<file path="config.mk">
export PLATFORM = sky130hd
export DESIGN_NAME = mem_arbiter
export DESIGN_NICKNAME = d
export VERILOG_FILES = /design/src/rtl/mem_arbiter.sv
export SDC_FILE = /design/constraint.sdc
export NUM_CORES = 1
export LEC_CHECK = 0
export CAP_MARGIN = 10
export CORE_ASPECT_RATIO = 0.75
export CORE_MARGIN = 4
export CORE_UTILIZATION = 55
export DETAILED_ROUTE_END_ITERATION = 8
export DONT_BUFFER_PORTS = 1
export PLACE_DENSITY = 0.8
export RECOVER_POWER = 25
export SLEW_MARGIN = 5
export SYNTH_ARGS = -nofsm -noshare
export SYNTH_HDL_FRONTEND = slang
export SYNTH_SLANG_ARGS = --single-unit
</file>
<file path="constraint.sdc">
create_clock -name Arb_CLK -period 4.8 [get_ports Arb_CLK]
set_input_delay 0.72 -clock Arb_CLK [delete_from_list [all_inputs] [get_ports Arb_CLK]]
set_output_delay 0.72 -clock Arb_CLK [all_outputs]
set_load 0.02 [all_outputs]
</file>
<file path="src/rtl/mem_arbiter.sv">
`default_nettype none
`timescale 1ns/1ps
// ============================================================================
// Module      : mem_arbiter
// Description : Round-robin arbiter sharing one single-port image memory
//               between NUM_REQ requesters. One access at a time; read data
//               is returned on a shared bus with a one-hot valid pulse.
//               Optional macro ARB_FIXED_PRI_EN: requester 0 always wins when
//               eligible, requesters 1..NUM_REQ-1 round-robin among themselves.
// Revision    : 1.0 - initial release
// ============================================================================
module mem_arbiter #(
    parameter int NUM_REQ     = 3,
    parameter int DATA_WIDTH  = 24,
    parameter int BUS_WIDTH   = 32,
    parameter int MEM_LATENCY = 1
) (
    input  logic                            Arb_CLK,
    input  logic                            Arb_RST,
    input  logic [NUM_REQ-1:0]              Arb_REQ,
    input  logic [2*NUM_REQ-1:0]            Arb_RW,
    input  logic [BUS_WIDTH*NUM_REQ-1:0]    Arb_ADDR,
    input  logic [DATA_WIDTH*NUM_REQ-1:0]   Arb_WDATA,
    output logic [NUM_REQ-1:0]              Arb_GNT,
    output logic [NUM_REQ-1:0]              Arb_RVALID,
    output logic [DATA_WIDTH-1:0]           Arb_RDATA,
    output logic                            Arb_BUSY,
    output logic [1:0]                      Arb_MEMRW,
    output logic [BUS_WIDTH-1:0]            Arb_MEMADDR,
    output logic [DATA_WIDTH-1:0]           Arb_MEMWDATA,
    input  logic [DATA_WIDTH-1:0]           Arb_MEMRDATA
);

    localparam int PTR_W = (NUM_REQ > 2) ? $clog2(NUM_REQ) : 1;
    localparam int CNT_W = 2;

    localparam logic [1:0] OP_IDLE  = 2'b00;
    localparam logic [1:0] OP_READ  = 2'b01;
    localparam logic [1:0] OP_WRITE = 2'b10;

    typedef enum logic [1:0] {
        ST_IDLE   = 2'd0,
        ST_ISSUE  = 2'd1,
        ST_RDWAIT = 2'd2
    } state_t;

    // Parameter range checks at elaboration
    generate
        if ((NUM_REQ < 2) || (NUM_REQ > 4)) begin : g_bad_num_req
            $error("mem_arbiter: NUM_REQ must be in 2..4");
        end
        if ((MEM_LATENCY < 1) || (MEM_LATENCY > 4)) begin : g_bad_latency
            $error("mem_arbiter: MEM_LATENCY must be in 1..4");
        end
    endgenerate

    state_t                  r_state,    w_state;
    logic [PTR_W-1:0]        r_rr_ptr,   w_rr_ptr;
    logic [PTR_W-1:0]        r_owner,    w_owner;
    logic [CNT_W-1:0]        r_rd_cnt,   w_rd_cnt;
    logic [NUM_REQ-1:0]      r_gnt,      w_gnt;
    logic [NUM_REQ-1:0]      r_rvalid,   w_rvalid;
    logic [DATA_WIDTH-1:0]   r_rdata,    w_rdata;
    logic                    r_busy,     w_busy;
    logic [1:0]              r_memrw,    w_memrw;
    logic [BUS_WIDTH-1:0]    r_memaddr,  w_memaddr;
    logic [DATA_WIDTH-1:0]   r_memwdata, w_memwdata;

    logic [NUM_REQ-1:0]      w_elig;
    logic                    w_found;
    logic [PTR_W-1:0]        w_win;

    // Requester index reached 'off' steps after ptr, wrapping at NUM_REQ
    function automatic logic [PTR_W-1:0] rr_idx(input logic [PTR_W-1:0] ptr, input int off);
        int v_sum;
        v_sum = (int'(ptr) + off) % NUM_REQ;
        return PTR_W'(v_sum);
    endfunction

    // A requester is eligible only with a legal read or write opcode
    always_comb begin
        w_elig = '0;
        for (int i = 0; i < NUM_REQ; i++) begin
            w_elig[i] = Arb_REQ[i] &
                        ((Arb_RW[2*i +: 2] == OP_READ) | (Arb_RW[2*i +: 2] == OP_WRITE));
        end
    end

    // Winner selection: scan from rr_ptr+1 upward; lowest offset is assigned last and wins
    always_comb begin
        w_found = 1'b0;
        w_win   = '0;
        for (int off = NUM_REQ; off >= 1; off--) begin
`ifdef ARB_FIXED_PRI_EN
            if (w_elig[rr_idx(r_rr_ptr, off)] && (rr_idx(r_rr_ptr, off) != '0)) begin
`else
            if (w_elig[rr_idx(r_rr_ptr, off)]) begin
`endif
                w_found = 1'b1;
                w_win   = rr_idx(r_rr_ptr, off);
            end
        end
`ifdef ARB_FIXED_PRI_EN
        // The Controller pre-empts the round-robin group whenever it is eligible
        if (w_elig[0]) begin
            w_found = 1'b1;
            w_win   = '0;
        end
`endif
    end

    // Next-state and next-output logic; every output is registered below
    always_comb begin
        w_state    = r_state;
        w_rr_ptr   = r_rr_ptr;
        w_owner    = r_owner;
        w_rd_cnt   = r_rd_cnt;
        w_gnt      = '0;
        w_rvalid   = '0;
        w_rdata    = r_rdata;
        w_memrw    = OP_IDLE;
        w_memaddr  = r_memaddr;
        w_memwdata = r_memwdata;
        w_busy     = 1'b0;

        case (r_state)
            ST_IDLE: begin
                if (w_found) begin
                    for (int i = 0; i < NUM_REQ; i++) begin
                        if (w_win == PTR_W'(i)) begin
                            w_gnt[i]   = 1'b1;
                            w_memrw    = Arb_RW[2*i +: 2];
                            w_memaddr  = Arb_ADDR[BUS_WIDTH*i +: BUS_WIDTH];
                            w_memwdata = Arb_WDATA[DATA_WIDTH*i +: DATA_WIDTH];
                        end
                    end
`ifdef ARB_FIXED_PRI_EN
                    // Controller grants do not disturb the rotation of the others
                    if (w_win != '0) begin
                        w_rr_ptr = w_win;
                    end
`else
                    w_rr_ptr = w_win;
`endif
                    w_owner = w_win;
                    w_state = ST_ISSUE;
                end
            end
            ST_ISSUE: begin
                w_rd_cnt = '0;
                w_state  = (r_memrw == OP_READ) ? ST_RDWAIT : ST_IDLE;
            end
            ST_RDWAIT: begin
                if (r_rd_cnt == CNT_W'(MEM_LATENCY - 1)) begin
                    w_rdata = Arb_MEMRDATA;
                    for (int i = 0; i < NUM_REQ; i++) begin
                        if (r_owner == PTR_W'(i)) begin
                            w_rvalid[i] = 1'b1;
                        end
                    end
                    w_state = ST_IDLE;
                end else begin
                    w_rd_cnt = r_rd_cnt + 1'b1;
                end
            end
            default: begin
                w_state = ST_IDLE;
            end
        endcase

        w_busy = (w_state == ST_ISSUE) || (w_state == ST_RDWAIT);
    end

    // State and output registers; reset discards any read in flight
    always_ff @(posedge Arb_CLK or negedge Arb_RST) begin
        if (!Arb_RST) begin
            r_state    <= ST_IDLE;
            r_rr_ptr   <= PTR_W'(NUM_REQ - 1);
            r_owner    <= '0;
            r_rd_cnt   <= '0;
            r_gnt      <= '0;
            r_rvalid   <= '0;
            r_rdata    <= '0;
            r_busy     <= 1'b0;
            r_memrw    <= OP_IDLE;
            r_memaddr  <= '0;
            r_memwdata <= '0;
        end else begin
            r_state    <= w_state;
            r_rr_ptr   <= w_rr_ptr;
            r_owner    <= w_owner;
            r_rd_cnt   <= w_rd_cnt;
            r_gnt      <= w_gnt;
            r_rvalid   <= w_rvalid;
            r_rdata    <= w_rdata;
            r_busy     <= w_busy;
            r_memrw    <= w_memrw;
            r_memaddr  <= w_memaddr;
            r_memwdata <= w_memwdata;
        end
    end

    assign Arb_GNT      = r_gnt;
    assign Arb_RVALID   = r_rvalid;
    assign Arb_RDATA    = r_rdata;
    assign Arb_BUSY     = r_busy;
    assign Arb_MEMRW    = r_memrw;
    assign Arb_MEMADDR  = r_memaddr;
    assign Arb_MEMWDATA = r_memwdata;

endmodule
`default_nettype wire

</file>
* Word-level counts from Yosys, hierarchy flattened
Index checks and enable logic that the tools add are counted.
Widths: inputs -> output; s select.
** Word-level totals
- Flip-flop bits (word level) :: 97
- Bits of input ports :: 203
- Logic and storage cells :: 93
- Output and inout bits :: 89
** Cells by class
- Muxes and demuxes :: 39
- Divide/modulo/power cells :: 3
- Equality and inequality tests :: 16
- Magnitude comparators :: 3
- Bitwise operators :: 6
- Reductions and logical operators :: 11
- Add/sub/neg operators :: 4
** Operators by type and width (number)
- $mod 32x3->32 const B :: 3
- $mux 32 :: 3
- $mux 24 :: 3
- $mux 2 :: 12
- $eq 2x1->1 const B :: 8
- $eq 2x2->1 const B :: 7
- $mux 1 :: 12
- $mux 3 :: 4
- $lt 2x3->1 const B :: 3
- $logic_not 2->1 :: 4
- $add 2x2->3 const B :: 2
- $bmux 1 s2 :: 3
- $pmux 2 s3 :: 1
- $reduce_and 2->1 :: 3
- $pmux 2 s2 :: 1
- $add 2x1->3 const B :: 1
- $and 1x1->1 :: 3
- $or 1x1->1 :: 3
- $reduce_and 3->1 :: 1
- $reduce_bool 3->1 :: 1
- $add 2x1->2 const B :: 1
- $ne 2x2->1 const B :: 1
- $reduce_bool 2->1 :: 1
- $logic_or 1x1->1 :: 1

* Depth between registers and ports, before layout
Gate-level depths: netlist (run 1).
- Depth in word-level cells :: 14
- Gate-level depth with buffers :: 10
- Mapped depth without buffers :: 7

* Least setup slack after synthesis (run 1)
Ideal clock, no wire load.
- Path type :: register -> register
- Start point :: register r_rr_ptr[1]
- End point :: register r_memaddr[0] (netlist: Arb_MEMADDR[0])
- Setup time :: 0.125 ns
- Data arrival time :: 2.485 ns
- Path buffers :: 3
- Slack :: 2.190 ns
- Stages on the path, launching flop included :: 11
- Data required time :: 4.675 ns
- Clock period less this slack :: 2.610 ns
- Cell sequence :: dfstp_2 -> inv_1 -> ha_1 -> or3_1 -> buf_2 -> o311a_1 -> and3_1 -> buf_6 -> buf_6 -> o32a_1 -> mux2_2
** On the way
- Word-level cells in the longest chain between the ends :: 10
- Elaborated cells between the ends (all ways) :: 25
- Classes of those cells :: 3 x add/sub; 3 x div; 2 x eq/ne; 14 x mux; 3 x reduce/logical
** Ends and longest elaborated chain
- start: declaration :: line 58 : logic [PTR_W-1:0] r_rr_ptr, w_rr_ptr;
- start signal: assignment :: line 178 : r_rr_ptr <= PTR_W'(NUM_REQ - 1);
- start signal: assignment :: line 190 : r_rr_ptr <= w_rr_ptr;
- $add 2x2->3 :: line 76 : v_sum = (int'(ptr) + off) % NUM_REQ;
- $mod 32x3->32 :: line 76
- $bmux 1 s2 :: line 97 : if (w_elig[rr_idx(r_rr_ptr, off)]) begin
- $mux 1 (not written as such) :: line 97
- $mux 2 (3 in series) :: line 97
- $eq 2x1->1 (tied with other cells) :: line 130 : if (w_win == PTR_W'(i)) begin
- $reduce_bool 3->1 (no source line) / $mux 32 (equally long branches)
- $reduce_and 3->1 (no source line) / $mux 32 (equally long branches)
- end signal: assignment :: line 198 : r_memaddr <= w_memaddr;
- end: declaration :: line 66 : logic [BUS_WIDTH-1:0] r_memaddr, w_memaddr;
Several ways; a longest one is shown, not always the timed one. The select of a mux whose other input is x is not followed.
A chain may end at the register's enable or synchronous reset.

* Worst setup path after layout (run 1)
- Start point :: register r_rr_ptr[1]
- End point :: register r_memaddr[11] (netlist: Arb_MEMADDR[11])
The elaborated chain is that of the path after synthesis.

==> results.cfg, run 1 <==
[outcome]
status = finished, final reports clean

[drt]
wl_mm = 17.0
dr_total_vias = 4843
route.antenna.remaining_nets = 0
drt-initial-drc-count = 311
wl_per_cell_um = 25.1
drt_first_pass_iters = 4
drc = 0
vias_per_cell = 7.17

[synthesis]
ys_ff_latch = 96
ys_warn_count = 0
postSynth.asyncResetShare_pct = 100
synth_edf_count = 0
synthTopCellsByArea = dfrtp_1, mux2_2, o32a_1
yosys-top-cells-count = dfrtp_1, mux2_2, inv_1
synth_cells = 588
yosysTopAreaCell = dfrtp_1
yosysMostFrequentCell = dfrtp_1
synth.distinct_cells = 41
synth_top_area_share_pct = 39.3
syn-num-nets = 794
yosysSeqAreaShare_pct = 39.7
netlist_area_um2 = 6050
synthFlopType = dfrtp_1
postSynthAreaPerCell_um2 = 10.3

[die]
core_area_um2 = 10500
die_area_um2 = 12800
die_x_um = 129
top_level_ports = 292
row_count = 32
die_y_um = 98.8
start_util_pct = 57.7

[cts]
cts_buffer_depth = 2
cts_tree = yes
cts-root-buf = clkbuf_16
cts_made_buffers = 9
htreeDepth = 3
clkSinkCount = 96
hold_buffers = 0
cts_resized = 0
clkTransAtPathRegs_ns = 0.08
post_cts.repair.setup_buffers = 0
clk-insertion-delay-late_ns = 0.34

[power_and_ir_drop]
ir_drop_mv = 0.425
power_leakage_nw = 2.59
totalPowerFinal_mw = 4.55
p_per_area_nw_per_um2 = 724

[global_route]
grt_max_degree = 115
grt_antenna_before_repair = 1
grt_overflow = 0
grt_usage_pct = 25.8
grt_pass1_vias = 4925
grt_pass1_wl_mm = 26.4

[timing]
drv_slew = 0
finalHoldViolCount = 0
fin_ws_ns = 1.14
clock-skew-final_ns = 0.00838
fin_hold_ws_ns = 0.0652
finalCriticalPeriod_ns = 3.66
clock.fmax_mhz = 273
fin_crit_sh_pct = 76.2
setup_viol_count_final = 0
tns_ns = 0
worstMarginPinSlew_ns = 1.24
relSlewSlack_pct = 17.2
grt_setup_unrepaired = false

[cells_and_area]
nets = 740
areaGrowthSynthToFinish_pct = 3.80
diodes = 0
layout-drive-gt1-share_pct = 21.2

[place]
routabilityCongestion = 0.813
io_buffer_count = 0
pre_cts_ws_ns = 1.21
place_hpwl_mm = 11.6

[worst_setup_path]
crit_fanout = 60
rr_worst_depth = 7
startpoint = r_rr_ptr[1]
r2r_end = Arb_MEMADDR[11]
r2r-start = r_rr_ptr[1]
crit_end = Arb_MEMADDR[11]
rrSetupSlack_ns = 1.14
critPathLaunchType = flip-flop
crit_type = flip-flop to flip-flop
cp.required_ns = 5.07
critPathArrivalTime_ns = 3.93
endpoint_kind = flip-flop

[flow_run]
maxCapViolations = 0

[min_path]
hp-class = input pin to async pin
through the flow:
stage	cell area (µm²)	util [%]	instances
finish	6280	59.9	675
global route	6280	59.9	675
CTS	6250	59.6	674
detailed placement	5940	56.7	658
global placement	5940	56.7	658
floorplan	6050	-	588
power breakdown:
| group | total [mW] | switching, mW | internal, mW |
|---|---|---|---|
| sequential | 1.97 | 0.763 | 1.20 |
| combinational | 1.84 | 0.958 | 0.880 |
| clock | 0.742 | 0.327 | 0.414 |
| total | 4.55 | 2.05 | 2.50 |
sequential cells by signal, summed over array words and instances, names as in the netlist, 3 cells and up:
| name | flops |
|---|---|
| Arb_MEMADDR | 32 |
| Arb_RDATA | 24 |
| Arb_RVALID | 3 |
| Arb_GNT | 3 |
| Arb_MEMWDATA | 24 |
kinds of logic (layout without fill, tap and decap cells):
| group | count (synthesis) | after routing | synth area share (%) |
|---|---|---|---|
| AOI/OAI and AO/OA | 127 | 127 | 17.2 |
| xor gates and xnor gates | 3 | 3 | 0.434 |
| adders and majority gates | 4 | 4 | 0.807 |
| buffers and inverters | 135 | 86 | 9.80 |
| DFF | 96 | 96 | 39.7 |
| muxes | 84 | 84 | 15.6 |
| and+or+nand+nor | 139 | 139 | 16.5 |
cells in the final DEF (no fill, tap or decap), drive strengths merged:
master,instances
bufinv,1
nand3,5
o21a,1
or4bb,1
clkinv,3
and4,56
a311o,1
o2111a,1
nand2,4
dfstp,1
a2111o,1
o32a,56
a22oi,2
or3,57
a221oi,1
clkbuf,9
nor3,2
a2bb2oi,1
o22a,1
mux2,82
o21ai,3
xor2,1
nand2b,4
mux2i,2
dfrtp,95
a31oi,56
maj3,1
nor2,1
xnor2,2
nand3b,2
inv,66
nor3b,1
and3,3
buf,7
a21boi,2
ha,3
or2,1
and2,2
o311a,1
final cells by class:
cell class | instances | area, µm²
Tap cell | 136 | 170
Sequential cell | 96 | 2400
Clock buffer | 9 | 225
Clock inverter | 7 | 85.1
Multi-Input combinational cell | 357 | 3090
Inverter | 63 | 236
Timing Repair Buffer | 7 | 72.6
Fill cell | 865 | 4210
per-layer routing:
metal	routed length, µm	vias to the layer above	share of wire [%]	track usage (%)
met1	6190	2415	36	29.8
met5	8	-	0.047	0
li1	-	2129	-	-
met3	1700	27	10	8.83
met2	8750	270	52	45.0
met4	317	2	1.9	8.23
critical path, stage by stage, from the launching register on:
cell and delay [ns]:
dfstp_2 0.53, inv_1 0.05, ha_1 0.38, or3_2 0.72
o311a_1 0.36, and3_2 1.04, o32a_1 0.31, mux2_2 0.15
worst min path at each step:
| stage | start | endpoint | slack, ns | cells after the start |
|---|---|---|---|---|
| 2_1_floorplan | Arb_RST | Arb_BUSY | 0.42 | 0 |
| 3_3_place_gp | Arb_RST | Arb_MEMWDATA[5] | 0.43 | 0 |
| 3_5_place_dp | Arb_RST | Arb_MEMWDATA[5] | 0.43 | 0 |
| 4_1_cts | Arb_RST | Arb_MEMWDATA[5] | 0.05 | 0 |
| 5_1_grt | Arb_RST | Arb_MEMWDATA[5] | 0.05 | 0 |
| 6_report | Arb_RST | Arb_MEMWDATA[0] | 0.07 | 0 |
No activity file was read; power rests on OpenSTA's default activity.
==> run 2: changes to the inputs <==
- ABC_AREA: not set -> 1
- CORE_AREA: not set -> 4 4 112 114
- CORE_ASPECT_RATIO: 0.75 -> not set
- CORE_MARGIN: 4 -> not set
- CORE_UTILIZATION: 55 -> not set
- DIE_AREA: not set -> 0 0 116 118
- PLACE_DENSITY: 0.8 -> 0.7
- clock period: 4.8 -> 3.7 ns (I/O delays scaled with it)
==> run 2 against run 1 <==
Effect of this change: the flow now finishes with violations (max-capacitance violations, max-slew violations); clock skew up 0.0028 ns; sequential power up 28%; highest routed layer is now met4; flip-flop and latch count unchanged; sequential share of layout area up 5.1 points; first-iteration DRC count down 4.2%; combinational power up 76%; worst hold slack worse by 0.0081 ns; via count down 5.5%; core utilization down 11 points.
==> results.cfg, run 2 <==
[worst_setup_path]
critPathLaunchType = flip-flop
r2r_end = Arb_MEMRW[1]
crit_fanout = 24
endpoint_kind = flip-flop
crit_type = flip-flop to flip-flop
rrSetupSlack_ns = 0.65
cp.required_ns = 3.98
critPathArrivalTime_ns = 3.34
rr_worst_depth = 13
r2r-start = r_rr_ptr[1]

[cells_and_area]
stdcell_count = 839
nets = 896
design_area_um2 = 5540
areaGrowthSynthToFinish_pct = 5.91
layout-drive-gt1-share_pct = 8.35
final_common_cell = nand2_1
nFillCells = 1137
final_cell_mix = nand2_1, nand3_1, nor2_1
largest_register_ff_count = 32

[min_path]
hp-class = input pin to async pin

[global_route]
grtUsageMet3_pct = 5.30
grt.met1_usage_pct = 24.5
grt_pass1_vias = 4467
grt_pass1_wl_mm = 22.6
grt_busiest_layer = met2
grt_overflow = 0
grt_usage_pct = 20.8
grtUsageMet2_pct = 36.0
grt_max_degree = 96
grt_antenna_before_repair = 1

[power_and_ir_drop]
totalPowerFinal_mw = 6.63
ir_drop_mv = 0.491
p_per_area_nw_per_um2 = 1200
power_leakage_nw = 2.94

[drt]
drt-initial-drc-count = 298
drc = 0
route.antenna.remaining_nets = 0
wl_mm = 14.6
wl_per_cell_um = 17.4
vias_per_cell = 5.46
drt_first_pass_iters = 5
dr_total_vias = 4579

[synthesis]
yosysMostFrequentCell = nand2_1
postSynthAreaPerCell_um2 = 7.32
synthFlopType = dfrtp_1
syn-num-nets = 921
synthMuxAreaShare_pct = 5.17
synth_top_family_by_area = simple AND/OR/NAND/NOR gates
yosysSeqAreaShare_pct = 45.9
synth_compound_area_share_pct = 1.17
synth_top_area_share_pct = 45.4
synthTopCellsByArea = dfrtp_1, nand2_1, nand3_1
yosysTopAreaCell = dfrtp_1
synth_edf_count = 0
postSynth.asyncResetShare_pct = 100
ys_warn_count = 0
synthAdderAreaFrac_pct = 0.718
synth_cells = 715
synth_xor_area_share_pct = 0
synthSimpleGateAreaFrac_pct = 40.4
netlist_area_um2 = 5230
yosys-top-cells-count = nand2_1, nand3_1, nor2_1
synth.distinct_cells = 26
ys_ff_latch = 96

[die]
die_x_um = 116
die_y_um = 118
start_util_pct = 45.8
die_area_um2 = 13700
top_level_ports = 292
row_count = 39
core_area_um2 = 11400

[timing]
drv_slew = 96
fin_crit_sh_pct = 82.6
clock.fmax_mhz = 327
worstMarginPinSlew_ns = 2.26
grt_setup_unrepaired = false
finalCriticalPeriod_ns = 3.05
setup_viol_count_final = 0
clock-skew-final_ns = 0.0112
relSlewSlack_pct = -50.8
finalHoldViolCount = 0
tns_ns = 0

[cts]
clk-insertion-delay-late_ns = 0.34
cts-root-buf = clkbuf_16
cts_resized = 0
cts_made_buffers = 9
clkSinkCount = 96
cts_tree = yes
cts_buffer_depth = 2
clkTransAtPathRegs_ns = 0.07
post_cts.repair.setup_buffers = 0
htreeDepth = 3

[place]
routabilityCongestion = 0.879
placed_area_um2 = 5250
place_hpwl_mm = 10.9
placed_cells = 821
io_buffer_count = 0

[outcome]
violations = max-capacitance violations, max-slew violations
status = complete, but fails checks

[flow_run]
maxCapViolations = 1
[run 2: changes by cell type after synthesis, moves of 57 or more]
cell | before | now
nand2_1 | 4 | 256
or3_1 | 57 | 0
nor2_1 | 1 | 118
mux2_2 | 81 | 24
nand3_1 | 5 | 126
[run 2: repair_timing]
item | 4_1_cts | 5_1_grt
endpoints found under the setup margin | 0 | 0
hold buffers | 1 | 0
hold endpoints to repair | 95 | 0
[run 2: cell families (layout without fill, tap and decap cells)]
group | Yosys count | count (layout)
compound gates | 10 | 10
fa+ha+maj | 3 | 3
buf+inv | 69 | 49
flops | 96 | 96
mux | 24 | 24
other cells | 0 | 1
simple gates | 513 | 513
[run 2: layout make-up]
| cell class | count | area (µm²) | area share [%] |
|---|---|---|---|
| Multi-Input combinational cell | 550 | 2500 | 45.2 |
| Sequential cell | 96 | 2400 | 43.4 |
| Clock buffer | 9 | 225 | 4.07 |
| Tap cell | 143 | 179 | 3.23 |
| Inverter | 25 | 93.8 | 1.69 |
| Timing Repair Buffer | 8 | 70.1 | 1.26 |
| Clock inverter | 7 | 61.3 | 1.11 |
| Antenna cell | 1 | 2.50 | 0.0452 |
[run 2: metrics by stage]
stage / setup WS [ns] / hold WS (ns) / utilization [%]
6_report: 0.645 / 0.0571 / 48.5
4_1_cts: 0.641 / 0.0398 / 48.7
3_5_place_dp: 0.647 / 0.262 / 45.9
3_3_place_gp: 0.753 / 0.262 / 45.9
5_1_grt: 0.382 / 0.0317 / 48.5
2_1_floorplan: 1.64 / 0.259 / -
[run 2: how the worst max path moves through the flow]
| stage | from | end | cells past startpoint |
|---|---|---|---|
| global route | r_rr_ptr[1] | Arb_MEMWDATA[2] | 13 |
| floorplan | r_rr_ptr[1] | Arb_BUSY | 11 |
| finish | r_rr_ptr[1] | Arb_MEMRW[1] | 13 |
| global placement | r_rr_ptr[1] | Arb_MEMRW[1] | 13 |
| CTS | r_rr_ptr[1] | Arb_MEMRW[1] | 13 |
| detailed placement | r_rr_ptr[1] | Arb_MEMRW[1] | 13 |
[run 2: worst max-delay path, cell delays in order, from the launching register on]
cell and delay, ns:
dfstp_2 0.53, inv_1 0.05, ha_1 0.34, inv_1 0.12, nand2_1 0.10, nand3_1 0.13
nand2_2 0.15, nand3_2 0.44, nand2_2 0.47, buf_4 0.33, nand3_1 0.11, nand3_1 0.10
nand2_1 0.05, inv_1 0.05
[run 2: metal layers]
metal	vias up	routed length, µm
li1	2223	-
met1	2102	5450
met2	240	7410
met3	14	1570
met4	0	153
met5	-	0
[run 2: power by group]
| part | leakage, nW | switching, mW | internal (mW) |
|---|---|---|---|
| registers | 1.18 | 0.939 | 1.58 |
| clock network | 0.140 | 0.421 | 0.469 |
| logic | 1.62 | 2.12 | 1.10 |
| total | 2.94 | 3.48 | 3.15 |
==> run 3: changes to the inputs <==
- ABC_AREA: 1 -> 0
- CORE_AREA: 4 4 112 114 -> not set
- CORE_ASPECT_RATIO: not set -> 0.75
- CORE_MARGIN: not set -> 4
- CORE_UTILIZATION: not set -> 55
- DIE_AREA: 0 0 116 118 -> not set
- PLACE_DENSITY: 0.7 -> 0.83
- clock period: 3.7 -> 2.8 ns (I/O delays scaled with it)
==> run 3 against run 2 <==
Effect of this change: the run still ends with max-capacitance violations, max-slew violations left; worst setup slack got worse by 0.54 ns; critical path type unchanged; flip-flop and latch count stayed put; highest routed layer unchanged; non-clock buffer count rose by 11; combinational power is 7.7% higher; design area is 17% higher; wire length increased by 18%; largest cell class unchanged; maximum frequency is 13% higher; worst hold slack improved by 0.16 ns; first-iteration DRC count grew 19%.
==> results.cfg, run 3 (same netlist as run 1, synthesis figures left out) <==
[worst_setup_path]
crit_fanout = 46
r2r-start = r_rr_ptr[1]
rrSetupSlack_ns = 0.10
slowest_delay_ns = 0.54
cp.depth = 8
endpoint_kind = flip-flop
cp_num_buf_inv = 3
startpoint = r_rr_ptr[1]
crit_end = Arb_MEMADDR[18]
rr_worst_depth = 8
crit_type = flip-flop to flip-flop
crit_family = compound AO/OA/AOI/OAI gates
cp.required_ns = 3.02
critical-path-slowest-cell = dfstp_2
critPathArrivalTime_ns = 2.92
critPathLaunchType = flip-flop
r2r_end = Arb_MEMADDR[18]
crit_chain = inv_1 > ha_1 > buf_4 > a2111o_2 > buf_12 > and4_1 > o32a_1 > mux2_2

[timing]
setup_viol_count_final = 0
worstMarginPinSlew_ns = 2.40
clock.fmax_mhz = 371
fin_crit_sh_pct = 96.3
fin_ws_ns = 0.103
finalCriticalPeriod_ns = 2.70
tns_ns = 0
finalHoldViolCount = 0
drv_slew = 97
grt_setup_unrepaired = false
relSlewSlack_pct = -59.7
clock-skew-final_ns = 0.0143

[cts]
clk-insertion-delay-late_ns = 0.35
cts_buffer_depth = 2
cts-root-buf = clkbuf_16
post_cts.repair.setup_buffers = 0
cts_tree = yes
htreeDepth = 3
clkTransAtPathRegs_ns = 0.08
clkSinkCount = 96
cts_made_buffers = 9

[global_route]
grt_max_degree = 97
grt_pass1_vias = 5038
grt_antenna_before_repair = 1
grt_overflow = 0
grt_pass1_wl_mm = 26.9
grt_usage_pct = 26.0

[drt]
dr_total_vias = 4912
wl_per_cell_um = 25.1
wl_met1_mm = 6.39
route.antenna.remaining_nets = 0
dr_wl_met2_mm = 8.54
wl_mm = 17.3
drt_first_pass_iters = 6
top_layer_used = met4
drt-initial-drc-count = 354
drc = 0
dr_wl_met3_mm = 1.92
vias_per_cell = 7.14

[cells_and_area]
nets = 752
layout-drive-gt1-share_pct = 22.9
final_common_cell = dfrtp_1
areaGrowthSynthToFinish_pct = 7.01
final_cell_mix = dfrtp_1, mux2_2, inv_1
largest_register_ff_count = 32

[place]
place_hpwl_mm = 11.8
pre_cts_ws_ns = 0.0729
io_buffer_count = 0
routabilityCongestion = 0.858

[die]
core_area_um2 = 10500
top_level_ports = 292
die_x_um = 129
start_util_pct = 57.7
die_y_um = 98.8
row_count = 32
die_area_um2 = 12800

[power_and_ir_drop]
p_per_area_nw_per_um2 = 1250
ir_drop_mv = 0.724
power_leakage_nw = 2.68

[flow_run]
maxCapViolations = 1

[min_path]
hp-class = input pin to flip-flop
whs_path_depth = 1

[outcome]
violations = max-capacitance violations, max-slew violations
status = complete, but fails checks
==> run 3: cell types whose count changed in the layout (fill, tap and decap cells not counted), sizes merged, moves of 3 or more <==
cell / before / now
nand2: 258 / 4
nand3: 127 / 5
nor2: 119 / 1
mux2: 24 / 82
or3: 0 / 57
a31oi: 0 / 56
and4: 0 / 56
o32a: 0 / 56
inv: 28 / 65
buf: 7 / 18
nand2b: 0 / 4
o21ai: 7 / 3
and3: 0 / 3
nand4: 3 / 0
==> run 3: layout make-up <==
class	count	area, µm²
antenna	1	2.50
clock buffer	9	225
clock inverter	7	88.8
fill	837	4020
inverter	63	236
multi-input combinational	357	3090
sequential	96	2400
tap	136	170
timing repair buffer	19	256
==> run 3: metrics by stage <==
stage          total power, mW  cells  cell area, µm²  utilization, %  hold slack, ns
6_report                  8.11    688            6470            61.7           0.219
5_1_grt                   8.55    688            6470            61.7           0.201
4_1_cts                   8.10    687            6490            61.8         0.00536
3_5_place_dp              6.82    670            6150            58.6           0.126
3_3_place_gp              6.62    670            6150            58.6           0.126
2_1_floorplan             5.93    588            6050               -           0.124
==> run 3: layer usage <==
metal | vias to the layer above | track usage, %
met5 | - | 0
met4 | 0 | 9.44
met3 | 38 | 9.15
met2 | 317 | 42.9
met1 | 2395 | 31.6
li1 | 2162 | -
==> run 3: worst min path at each step <==
| stage | startpoint | endpoint |
|---|---|---|
| 2_1_floorplan | Arb_RST | Arb_BUSY |
| 3_3_place_gp | Arb_RST | Arb_MEMWDATA[10] |
| 3_5_place_dp | Arb_RST | Arb_MEMWDATA[10] |
| 4_1_cts | Arb_RST | Arb_MEMWDATA[10] |
| 5_1_grt | Arb_MEMRDATA[11] | Arb_RDATA[11] |
| 6_report | Arb_MEMRDATA[22] | Arb_RDATA[22] |
==> run 3: repair_timing <==
action                                  in CTS  in global routing
hold buffers                                 1                  0
endpoints found under the setup margin       0                 57
endpoints found under the hold margin       96                  0
gates resized for setup                      0                  2
==> run 3: report_power, final <==
part / leakage (nW) / internal [mW] / switching, mW
Clock: 0.152 / 0.642 / 0.611
Sequential: 1.15 / 2.06 / 1.31
Combinational: 1.39 / 1.74 / 1.74
Total: 2.68 / 4.45 / 3.66
